File: src/rtl/sample_pipe_if.sv
// sample_pipe_if: producer/consumer bundle for sample_pipe.
//   master : drives a, a_vld, ch_en, flush; observes x, x_vld, occ (and out_cnt)
//   slave  : the delay line itself
// Optional macro SAMPLE_PIPE_CNT_EN adds the 16-bit out_cnt signal.
interface sample_pipe_if #(
    parameter int unsigned CH    = 2,
    parameter int unsigned W     = 8,
    parameter int unsigned DEPTH = 3
);
    localparam int unsigned DW    = CH * W;
    localparam int unsigned OCC_W = $clog2(DEPTH + 1);

    logic [DW-1:0]    a;
    logic             a_vld;
    logic [CH-1:0]    ch_en;
    logic             flush;
    logic [DW-1:0]    x;
    logic             x_vld;
    logic [OCC_W-1:0] occ;
`ifdef SAMPLE_PIPE_CNT_EN
    logic [15:0]      out_cnt;

    modport master (output a, a_vld, ch_en, flush, input x, x_vld, occ, out_cnt);
    modport slave  (input a, a_vld, ch_en, flush, output x, x_vld, occ, out_cnt);
`else
    modport master (output a, a_vld, ch_en, flush, input x, x_vld, occ);
    modport slave  (input a, a_vld, ch_en, flush, output x, x_vld, occ);
`endif
endinterface

File: src/rtl/sample_pipe.sv
// sample_pipe: fixed-latency, channel-aligned multi-channel sampling delay line.
// A sample accepted on a_vld appears on x/x_vld exactly DEPTH cycles later.
// Disabled channels load TIE instead of input data. flush invalidates all stages.
// Ports:
//   clk    : sole clock, posedge
//   rst_n  : asynchronous active-low reset
//   bus    : sample_pipe_if.slave (a, a_vld, ch_en, flush in; x, x_vld, occ out)
// Optional macro SAMPLE_PIPE_CNT_EN: adds bus.out_cnt, a saturating count of
// cycles with x_vld=1, cleared only by rst_n.
module sample_pipe #(
    parameter int unsigned    CH    = 2,
    parameter int unsigned    W     = 8,
    parameter int unsigned    DEPTH = 3,
    parameter logic [W-1:0]   TIE   = '0
) (
    input  logic         clk,
    input  logic         rst_n,
    sample_pipe_if.slave bus
);
    localparam int unsigned DW    = CH * W;
    localparam int unsigned OCC_W = $clog2(DEPTH + 1);

    logic [DW-1:0]    r_data [DEPTH];
    logic [DEPTH-1:0] r_vld;
    logic [OCC_W-1:0] r_occ;
    logic [DW-1:0]    w_d0;
    logic             w_acc;
    logic             w_out;

    // Stage-0 load value: per-channel tie-off substitution
    always_comb begin
        w_d0 = '0;
        for (int unsigned c = 0; c < CH; c++) begin
            w_d0[c*W +: W] = bus.ch_en[c] ? bus.a[c*W +: W] : TIE;
        end
    end

    assign w_acc = bus.a_vld & ~bus.flush;
    assign w_out = r_vld[DEPTH-1];

    // Data shift: stage 0 holds when idle, later stages free-run
    always_ff @(posedge clk or negedge rst_n) begin
        if (!rst_n) begin
            for (int unsigned d = 0; d < DEPTH; d++) begin
                r_data[d] <= '0;
            end
        end else begin
            if (bus.a_vld) begin
                r_data[0] <= w_d0;
            end
            for (int unsigned d = 1; d < DEPTH; d++) begin
                r_data[d] <= r_data[d-1];
            end
        end
    end

    // Valid shift; flush clears every stage but leaves data untouched
    always_ff @(posedge clk or negedge rst_n) begin
        if (!rst_n) begin
            r_vld <= '0;
        end else if (bus.flush) begin
            r_vld <= '0;
        end else begin
            r_vld[0] <= bus.a_vld;
            for (int unsigned d = 1; d < DEPTH; d++) begin
                r_vld[d] <= r_vld[d-1];
            end
        end
    end

    // Occupancy counter tracking the population of r_vld
    always_ff @(posedge clk or negedge rst_n) begin
        if (!rst_n) begin
            r_occ <= '0;
        end else if (bus.flush) begin
            r_occ <= '0;
        end else begin
            case ({w_acc, w_out})
                2'b10:   r_occ <= r_occ + OCC_W'(1);
                2'b01:   r_occ <= r_occ - OCC_W'(1);
                default: r_occ <= r_occ;
            endcase
        end
    end

    assign bus.x     = r_data[DEPTH-1];
    assign bus.x_vld = r_vld[DEPTH-1];
    assign bus.occ   = r_occ;

`ifdef SAMPLE_PIPE_CNT_EN
    logic [15:0] r_out_cnt;

    // Saturating count of valid output cycles; flush does not clear it
    always_ff @(posedge clk or negedge rst_n) begin
        if (!rst_n) begin
            r_out_cnt <= '0;
        end else if (w_out && (r_out_cnt != 16'hFFFF)) begin
            r_out_cnt <= r_out_cnt + 16'd1;
        end
    end

    assign bus.out_cnt = r_out_cnt;
`endif
endmodule

File: src/flat_wrapper.sv
// flat-port wrapper written by rule: the top's interface ports become plain ports
module sample_pipe_flat 
#(
    parameter int unsigned    CH    = 2,
    parameter int unsigned    W     = 8,
    parameter int unsigned    DEPTH = 3,
    parameter logic [W-1:0]   TIE   = '0
)
  (clk, rst_n, bus_a, bus_a_vld, bus_ch_en, bus_flush, bus_x, bus_x_vld, bus_occ);
  sample_pipe_if #(.CH(CH), .W(W), .DEPTH(DEPTH)) bus_i ();
  input  logic clk;
  input  logic rst_n;
  input wire logic [$bits(bus_i.a)-1:0] bus_a;
  input wire logic [$bits(bus_i.a_vld)-1:0] bus_a_vld;
  input wire logic [$bits(bus_i.ch_en)-1:0] bus_ch_en;
  input wire logic [$bits(bus_i.flush)-1:0] bus_flush;
  output wire logic [$bits(bus_i.x)-1:0] bus_x;
  output wire logic [$bits(bus_i.x_vld)-1:0] bus_x_vld;
  output wire logic [$bits(bus_i.occ)-1:0] bus_occ;
  assign bus_i.a = bus_a;
  assign bus_i.a_vld = bus_a_vld;
  assign bus_i.ch_en = bus_ch_en;
  assign bus_i.flush = bus_flush;
  assign bus_x = bus_i.x;
  assign bus_x_vld = bus_i.x_vld;
  assign bus_occ = bus_i.occ;
  sample_pipe #(.CH(CH), .W(W), .DEPTH(DEPTH), .TIE(TIE)) u_core (.clk(clk), .rst_n(rst_n), .bus(bus_i));
endmodule
File: config.mk
export PLATFORM = sky130hd
export DESIGN_NAME = sample_pipe_flat
export DESIGN_NICKNAME = d
export VERILOG_FILES = /design/src/rtl/sample_pipe_if.sv /design/src/rtl/sample_pipe.sv /design/src/flat_wrapper.sv
export SDC_FILE = /design/constraint.sdc
export NUM_CORES = 1
export LEC_CHECK = 0
export ABC_AREA = 1
export BUFFER_PORTS_ARGS = -buffer_cell sky130_fd_sc_hd__buf_2
export CAP_MARGIN = 20
export CORE_MARGIN = 1
export CORE_UTILIZATION = 40
export DETAILED_ROUTE_END_ITERATION = 7
export HOLD_SLACK_MARGIN = 0.08
export SYNTH_ARGS = -nofsm -noshare
export SYNTH_HDL_FRONTEND = slang
export SYNTH_SLANG_ARGS = --single-unit
File: constraint.sdc
create_clock -name clk -period 0.8 [get_ports clk]
set_input_delay 0 -clock clk [delete_from_list [all_inputs] [get_ports clk]]
set_output_delay 0 -clock clk [all_outputs]
set_load 0.005 [all_outputs]
== Word level (Yosys, flattened, before mapping) ==
Cells that the tools add are included.
Word-level totals
  register bits after elaboration: 53
  input bits: 22
Cells by class
  add/sub/neg operators: 2
  eq/ne operators: 2
  muxes and demuxes: 5
  bitwise logic cells: 2
  reductions and logical operators: 1
Operator list (count)
  2-to-1 mux 8 bit: 2
  one-hot mux 2 bit (2 select lines): 1
  2-to-1 mux 3 bit: 1
  nonzero test 3 bit: 1
  adder 2 x 1 -> 2 bit, second input constant: 1
  equality test 2 x 1 -> 1 bit, second input constant: 1
  equality test 2 bit, second input constant: 1
  2-to-1 mux 2 bit: 1
  subtractor 2 x 1 -> 2 bit, second input constant: 1
  bitwise AND 1 bit: 1
  NOT 1 bit: 1

== Depth between registers and ports, before layout ==
Gate-level depths: netlist (run 1).
  depth after elaboration: 5
  depth in mapped cells: 7

== Least setup slack after synthesis (run 1) ==
No wires, ideal clock.
  path type: reg2reg
  from: register u_core.r_occ[0], in the netlist u_core.bus.occ[0]
  to: register u_core.r_occ[1], in the netlist u_core.bus.occ[1]
  setup time: 0.117 ns
  arrival: 0.758 ns
  slack: -0.074 ns
  stages on the path, launching flop included: 8
  buffers on the path: 0
  period minus slack after synthesis: 0.874 ns
  cells stage by stage: dfrtp_1 > inv_1 > nand2_1 > nand2_1 > nor2_1 > nor2_1 > nand2_1 > nand2_1
On the way
  word-level cells in the longest chain between the ends: 3
Ends and longest elaborated chain
  start, declared: line sample_pipe.sv:25  | logic [OCC_W-1:0] r_occ;
  start signal, assigned: line sample_pipe.sv:79  | 2'b10: r_occ <= r_occ + OCC_W'(1);
  start signal, assigned: line sample_pipe.sv:80  | 2'b01: r_occ <= r_occ - OCC_W'(1);
  start signal, assigned: line sample_pipe.sv:81  | default: r_occ <= r_occ;
  subtractor 2 x 1 -> 2 bit or adder 2 x 1 -> 2 bit (tied branches): line sample_pipe.sv:80, sample_pipe.sv:79
  one-hot mux 2 bit (2 select lines) (*): line sample_pipe.sv:78  | case ({w_acc, w_out})
  2-to-1 mux 2 bit (*): line sample_pipe.sv:75  | end else if (bus.flush) begin
Every way passes the cells marked *; elsewhere a longest branch is shown, timed or not.
A chain may end at the register's enable or synchronous reset.

== Worst setup path after layout (run 1) ==
Ends and elaborated chain as after synthesis.

==> flow_metrics.env, run 1 <==
export IMPL_outcome="finished with violations"
export IMPL_violations="negative setup slack"
export IMPL_ys_seq_elements=53
export IMPL_grt_pass1_vias=1149
export IMPL_drc_errors=0
export IMPL_synth_nets=175
export IMPL_netlist_area_sq_mm=0.001826
export IMPL_die_area_sq_mm=0.004838
export IMPL_maxCapViolCount=0
export IMPL_finalNonFillerCells=257
export IMPL_grt_pass1_wl_um=5333
export IMPL_gp_congestion=0.7356
export IMPL_drive_above_1_share_pct=32.20
export IMPL_drtIter0Drc=53
export IMPL_dp_cells=226
export IMPL_skew_ps=2.745
export IMPL_vias_per_cell=4.436
export IMPL_nFillCells=377
export IMPL_hold_viol=0
export IMPL_start_util_pct=41.64
export IMPL_power_density_mw_per_mm2=2218
export IMPL_worstPathRequired_ps=1050
export IMPL_post_route_period_util_pct=120.0
export IMPL_startpoint_type="flop"
export IMPL_clkSlewWorstSetupHoldPaths_ps=90
export IMPL_synth_area_leader_cell="dfrtp_1"
export IMPL_grt_max_degree=54
export IMPL_routed_wl_um=3118
export IMPL_yosysMostFrequentCell="dfrtp_1"
export IMPL_synthCells=153
export IMPL_post_route_min_period_ps=959.7
export IMPL_synth_edf_count=0
export IMPL_dp_hpwl_um=1916
export IMPL_post_dp_cell_area_sq_mm=0.001979
export IMPL_ios=41
export IMPL_finalNetCount=226
export IMPL_numPortBuffers=40
export IMPL_antenna_found_initial=0
export IMPL_tightest_slew_ps=268.6
export IMPL_clock_sinks=53
export IMPL_ir_drop_mv=1.032
export IMPL_clock_latency_ps=300
export IMPL_synthTopCellsByCount="dfrtp_1 (53), inv_1 (22), nand3_1 (18), buf_4 (17), o21ai_0 (16)"
export IMPL_worstPathArrival_ps=1210
export IMPL_multi_input_area_sq_um=289.0
export IMPL_grt_use_total_pct=14.41
export IMPL_async_reset_ff_share_pct=100.0
export IMPL_areaGrowthSynthToFinish_pct=28.17
export IMPL_grt_ovfl_total=0
export IMPL_crit_type="reg -> reg"
export IMPL_wl_per_cell_um=12.13
export IMPL_core_area_sq_mm=0.004384
export IMPL_cts_tree="yes"
export IMPL_vias=1140
export IMPL_synth_top_cell_area_share_pct=72.65
export IMPL_clockRootBuffer="clkbuf_8"
export IMPL_synthFlopType="dfrtp_1"
export IMPL_syn_avg_cell_area_sq_um=11.93
export IMPL_fp_row_count=24
export IMPL_yosysWarnings=0
export IMPL_fin_area_sq_mm=0.002340
export IMPL_dieHeight_um=69.56
export IMPL_cts_path_max_buffers=2
export IMPL_fp_dieW_um=69.56
export IMPL_setup_viol=5
export IMPL_antennaDiodeCount=0
export IMPL_numCtsBuffers=5
export IMPL_critPathMaxFanout=5
export IMPL_max_slew_margin_pct=82.10
export IMPL_regArea_sq_mm=0.001328
export IMPL_htreeDepth=2
export IMPL_fmax_ghz=1.042
export IMPL_leakage_nw=1.199
export IMPL_netlist_cell_type_count=13
export IMPL_first_pass_iters=4
export IMPL_end_kind="flop"
export IMPL_antenna_left=0
export IMPL_rsz0062_at_grt="yes"
export IMPL_hold_path_class="in -> reg"
export IMPL_slew_viol_final=0
export IMPL_ys_seq_area_share_pct=72.65
export IMPL_timing_final_ws_setup_ps=-159.7
export IMPL_synth_area_leaders="dfrtp_1 (73%), buf_4 (7.0%), nand3_1 (4.9%), inv_1 (4.5%), o21ai_0 (4.4%)"
==> worst max-delay path, cell delays in order, from the launching register on <==
cell	delay, ps
dfrtp_2	450
inv_2	80
nand2_1	60
nand2_2	70
nor2_1	40
nor2_1	80
nand2_1	60
nand2_1	50
==> per-stage QoR <==
stage                     total power, mW  hold WS (ps)  setup WS [ps]  utilization (%)  TNS [ps]
after CTS                           5.215         114.8         -195.7            52.54    -553.6
after global placement              3.351         1.701         -46.45            45.15    -77.78
final                               5.189         124.7         -159.7            53.37    -533.6
after floorplan                     3.233        -295.6         -55.89                -    -74.10
after detailed placement            3.387         11.16         -180.7            45.15    -251.3
after global routing                5.451         140.6         -254.3            53.37     -1201
==> what timing repair did <==
| action | 4_1_cts | 5_1_grt |
|---|---|---|
| hold endpoints to repair | 74 | 0 |
| setup buffers | 0 | 2 |
| cloned | 0 | 0 |
| resized for setup | 1 | 7 |
| hold buffers | 21 | 0 |
| pin swaps | 3 | 5 |
| setup endpoints to repair | 9 | 21 |
==> cell families (layout without fill, tap and decap cells) <==
group | after synthesis | in the layout | synth area share [%]
AOI/OAI and AO/OA | 18 | 18 | 5.346
and+or+nand+nor | 37 | 37 | 9.116
buffers and inverters | 45 | 97 | 12.89
DFF | 53 | 53 | 72.65
==> final timing paths <==
path	endpoint	cells past startpoint	startpoint	slack [ps]
hold / removal	u_core.bus.occ[1]$_DFFE_PN0P_	4	bus_a_vld	120
min in group asynchronous	u_core.r_data[34]$_DFFE_PN0P_	3	rst_n	210
max in group asynchronous	u_core.bus.occ[0]$_DFFE_PN0P_	3	rst_n	350
setup reg to reg	u_core.bus.occ[1]$_DFFE_PN0P_	7	u_core.bus.occ[0]$_DFFE_PN0P_	-160
setup / recovery	u_core.bus.occ[1]$_DFFE_PN0P_	7	u_core.bus.occ[0]$_DFFE_PN0P_	-160
hold reg to reg	u_core.bus.x[12]$_DFF_PN0_	0	u_core.r_data[28]$_DFF_PN0_	350
==> metal layers <==
| metal | global-route usage [%] | routed length (um) | up-vias |
|---|---|---|---|
| met5 | 0 | 0 | - |
| met4 | 6.576 | 75 | 0 |
| met3 | 5.233 | 168 | 10 |
| met2 | 23.19 | 1613 | 33 |
| met1 | 17.31 | 1260 | 539 |
| li1 | - | - | 558 |
==> final cells by class <==
| type | instances | share of cell area (%) |
|---|---|---|
| Clock buffer | 6 | 3.102 |
| Multi-Input combinational cell | 55 | 12.35 |
| Inverter | 23 | 3.690 |
| Timing Repair Buffer | 66 | 19.68 |
| Clock inverter | 2 | 1.658 |
| Sequential cell | 53 | 56.74 |
| Tap cell | 52 | 2.781 |
==> cells in the final DEF (no fill, tap or decap) <==
cell / Yosys / layout
dfrtp_1: 53 / 52
buf_2: 2 / 40
dlygate4sd3_1: 0 / 21
inv_1: 22 / 19
nand3_1: 18 / 18
o21ai_0: 16 / 16
nand2_1: 11 / 8
clkbuf_8: 0 / 5
nor2_1: 6 / 4
inv_2: 1 / 4
nand2_2: 2 / 4
buf_4: 17 / 4
nor2_2: 0 / 2
nand2_4: 0 / 1
a21oi_2: 2 / 1
a21oi_4: 0 / 1
clkinv_4: 0 / 1
clkbuf_1: 1 / 1
bufinv_16: 0 / 1
buf_12: 0 / 1
dfrtp_2: 0 / 1
==> state kept, by name, summed over array words and instances (netlist names) <==
register and count:
u_core.r_vld 3, u_core.bus.occ 2, u_core.bus.x 16, u_core.r_data 32
==> report_power, final <==
part / leakage, nW / total [mW] / switching [mW] / internal [mW]
Combinational: 0.454 / 0.481 / 0.243 / 0.238
Clock: 0.0554 / 1.75 / 0.811 / 0.939
Sequential: 0.689 / 2.96 / 0.0791 / 2.88
No activity file was read; power rests on OpenSTA's default activity.
==> run 2, diff against run 1 <==
--- a/config.mk
+++ b/config.mk
@@ -12,6 +12,8 @@
 export CORE_UTILIZATION = 40
 export DETAILED_ROUTE_END_ITERATION = 7
 export HOLD_SLACK_MARGIN = 0.08
+export RECOVER_POWER = 25
+export REMOVE_ABC_BUFFERS = 1
 export SYNTH_ARGS = -nofsm -noshare
 export SYNTH_HDL_FRONTEND = slang
 export SYNTH_SLANG_ARGS = --single-unit
==> run 2 against run 1 <==
  * The run ends with negative hold slack, negative setup slack left
  * Combinational power down 1%
  * Utilization about the same
  * Clock skew up 2.0 ps
  * Register-to-register slack about the same
  * Setup slack better by 4.7 ps
  * Routed wire length down 2.9%
  * Global-route usage down 0.054 points
  * Fmax up 0.49%
  * Largest power group unchanged
  * Sequential share of layout area about the same
  * Cell count up 0.78%
==> flow_metrics.env, run 2 (same netlist as run 1, synthesis figures left out) <==
export IMPL_antennaDiodeCount=0
export IMPL_final_core_util_pct=53.34
export IMPL_hp_start="bus_flush"
export IMPL_fin_total_pwr_mw=5.229
export IMPL_start_util_pct=41.64
export IMPL_routed_wl_um=3029
export IMPL_dp_hpwl_um=1974
export IMPL_largest_reg_flops=32
export IMPL_first_pass_iters=4
export IMPL_dieHeight_um=69.56
export IMPL_outcome="finished with violations"
export IMPL_fp_row_count=24
export IMPL_wl_per_cell_um=11.69
export IMPL_fin_area_sq_mm=0.002338
export IMPL_clock_latency_ps=290
export IMPL_worstPathArrival_ps=1140
export IMPL_grt_pass1_vias=1213
export IMPL_leakage_nw=1.210
export IMPL_post_place_ws_ps=-168.0
export IMPL_slew_viol_final=0
export IMPL_cts_tree="yes"
export IMPL_antenna_left=0
export IMPL_ctsHoldBuffers=20
export IMPL_grt_max_degree=54
export IMPL_setup_viol=5
export IMPL_timing_final_ws_setup_ps=-155.0
export IMPL_final_common_cell="dfrtp_1"
export IMPL_ir_drop_mv=1.080
export IMPL_slowest_stage="dfrtp_1"
export IMPL_gp_congestion=0.7201
export IMPL_drive_above_1_share_pct=32.37
export IMPL_vias_per_cell=4.390
export IMPL_clock_sinks=53
export IMPL_clkSlewWorstSetupHoldPaths_ps=80
export IMPL_hold_viol=2
export IMPL_tightest_slew_ps=455.0
export IMPL_numPortBuffers=40
export IMPL_worstReg2RegStart="u_core.r_vld[2]$_DFF_PN0_"
export IMPL_grt_pass1_wl_um=5264
export IMPL_startpoint_type="flop"
export IMPL_dp_cells=227
export IMPL_maxCapViolCount=0
export IMPL_crit_type="reg -> reg"
export IMPL_path_buf_inv=2
export IMPL_met3_length_um=158
export IMPL_path_cells="inv_2 > nand2_2 > buf_4 > nand3_1 > nand2_1"
export IMPL_grt_ovfl_total=0
export IMPL_top_register="u_core.r_data"
export IMPL_max_stage_delay_ps=410
export IMPL_hold_path_class="in -> reg"
export IMPL_wl_met2_um=1563
export IMPL_cts_path_max_buffers=2
export IMPL_rsz0062_at_grt="yes"
export IMPL_numCtsBuffers=5
export IMPL_final_cell_mix="dfrtp_1 (52), buf_2 (40), dlygate4sd3_1 (20)"
export IMPL_ios=41
export IMPL_grt_use_total_pct=14.36
export IMPL_vias=1137
export IMPL_met1_length_um=1211
export IMPL_die_area_sq_mm=0.004838
export IMPL_end_kind="flop"
export IMPL_power_density_mw_per_mm2=2236
export IMPL_crit_start="u_core.r_vld[2]$_DFF_PN0_"
export IMPL_max_slew_margin_pct=69.67
export IMPL_antenna_found_initial=0
export IMPL_dr_max_layer_used="met4"
export IMPL_fp_dieW_um=69.56
export IMPL_post_dp_cell_area_sq_mm=0.001984
export IMPL_timing_hold_ws_ps=-45.61
export IMPL_drtIter0Drc=76
export IMPL_post_route_period_util_pct=119.4
export IMPL_areaGrowthSynthToFinish_pct=28.10
export IMPL_critPathMaxFanout=3
export IMPL_fmax_ghz=1.047
export IMPL_htreeDepth=2
export IMPL_finalNetCount=228
export IMPL_drc_errors=0
export IMPL_worstPathRequired_ps=990
export IMPL_clockRootBuffer="clkbuf_8"
export IMPL_skew_ps=4.698
export IMPL_finalNonFillerCells=259
export IMPL_post_route_min_period_ps=955.0
export IMPL_crit_family="flip-flops"
export IMPL_violations="negative hold slack, negative setup slack"
export IMPL_core_area_sq_mm=0.004384
## run 2: cell types whose count changed in the layout (fill, tap and decap cells not counted)
cell | before | now
buf_12 | 1 | 0
buf_4 | 4 | 7
buf_6 | 0 | 1
clkbuf_8 | 5 | 6
clkinv_4 | 1 | 0
dlygate4sd3_1 | 21 | 20
nand2_1 | 8 | 10
nand2_2 | 4 | 3
nand2_4 | 1 | 0
## run 2: path summary, 6_finish.rpt
check                                                      to  slack [ps]  depth (start not counted)
worst max-delay path            u_core.bus.occ[1]$_DFFE_PN0P_        -160                          5
worst min-delay path                u_core.r_vld[1]$_DFF_PN0_         -50                          2
worst max register to register  u_core.bus.occ[1]$_DFFE_PN0P_        -160                          5
worst min register to register      u_core.bus.x[2]$_DFF_PN0_         350                          0
max in group asynchronous       u_core.bus.occ[0]$_DFFE_PN0P_         180                          3
min in group asynchronous       u_core.r_data[33]$_DFFE_PN0P_         250                          3
## run 2: area by class of cell
type,count,area [sq um]
clock buffers,7,86.33
clock inverters,1,30.03
repair buffers,68,464.2
fillers,397,2046
multi-input cells,55,279.0
inverters,23,86.33
flip-flops and latches,53,1328
well taps,52,65.06
## run 2: power by group
group	internal, mW	switching (mW)	leakage [nW]
logic	0.237	0.237	0.462
registers	2.88	0.0760	0.689
clock network	1.02	0.779	0.0585
## run 2: timing repair
item / in CTS / in global routing
gates cloned: 0 / 0
pin swaps: 4 / 4
buffers inserted: 1 / 3
setup endpoints to repair: 10 / 21
endpoints found under the hold margin: 74 / 4
gates resized for setup: 5 / 3
## run 2: stage by stage
| stage | TNS [ps] | hold WS (ps) |
|---|---|---|
| final | -472.4 | -45.61 |
| after global routing | -1065 | -47.17 |
| after CTS | -518.6 | -59.19 |
| after detailed placement | -308.3 | 11.98 |
| after global placement | -134.8 | 4.419 |
| after floorplan | -143.8 | -295.6 |
## run 2: worst register-to-register path: cells and delay by family (launching register included)
| family | cells | cell delay [ps] |
|---|---|---|
| and+or+nand+nor | 3 | 200 |
| DFF | 1 | 410 |
| buffers and inverters | 2 | 240 |
## run 2: metal layers
metal	GRT usage (%)	vias up
met5	0	-
li1	-	559
met2	23.84	26
met3	5.378	9
met1	16.06	543
met4	7.483	0
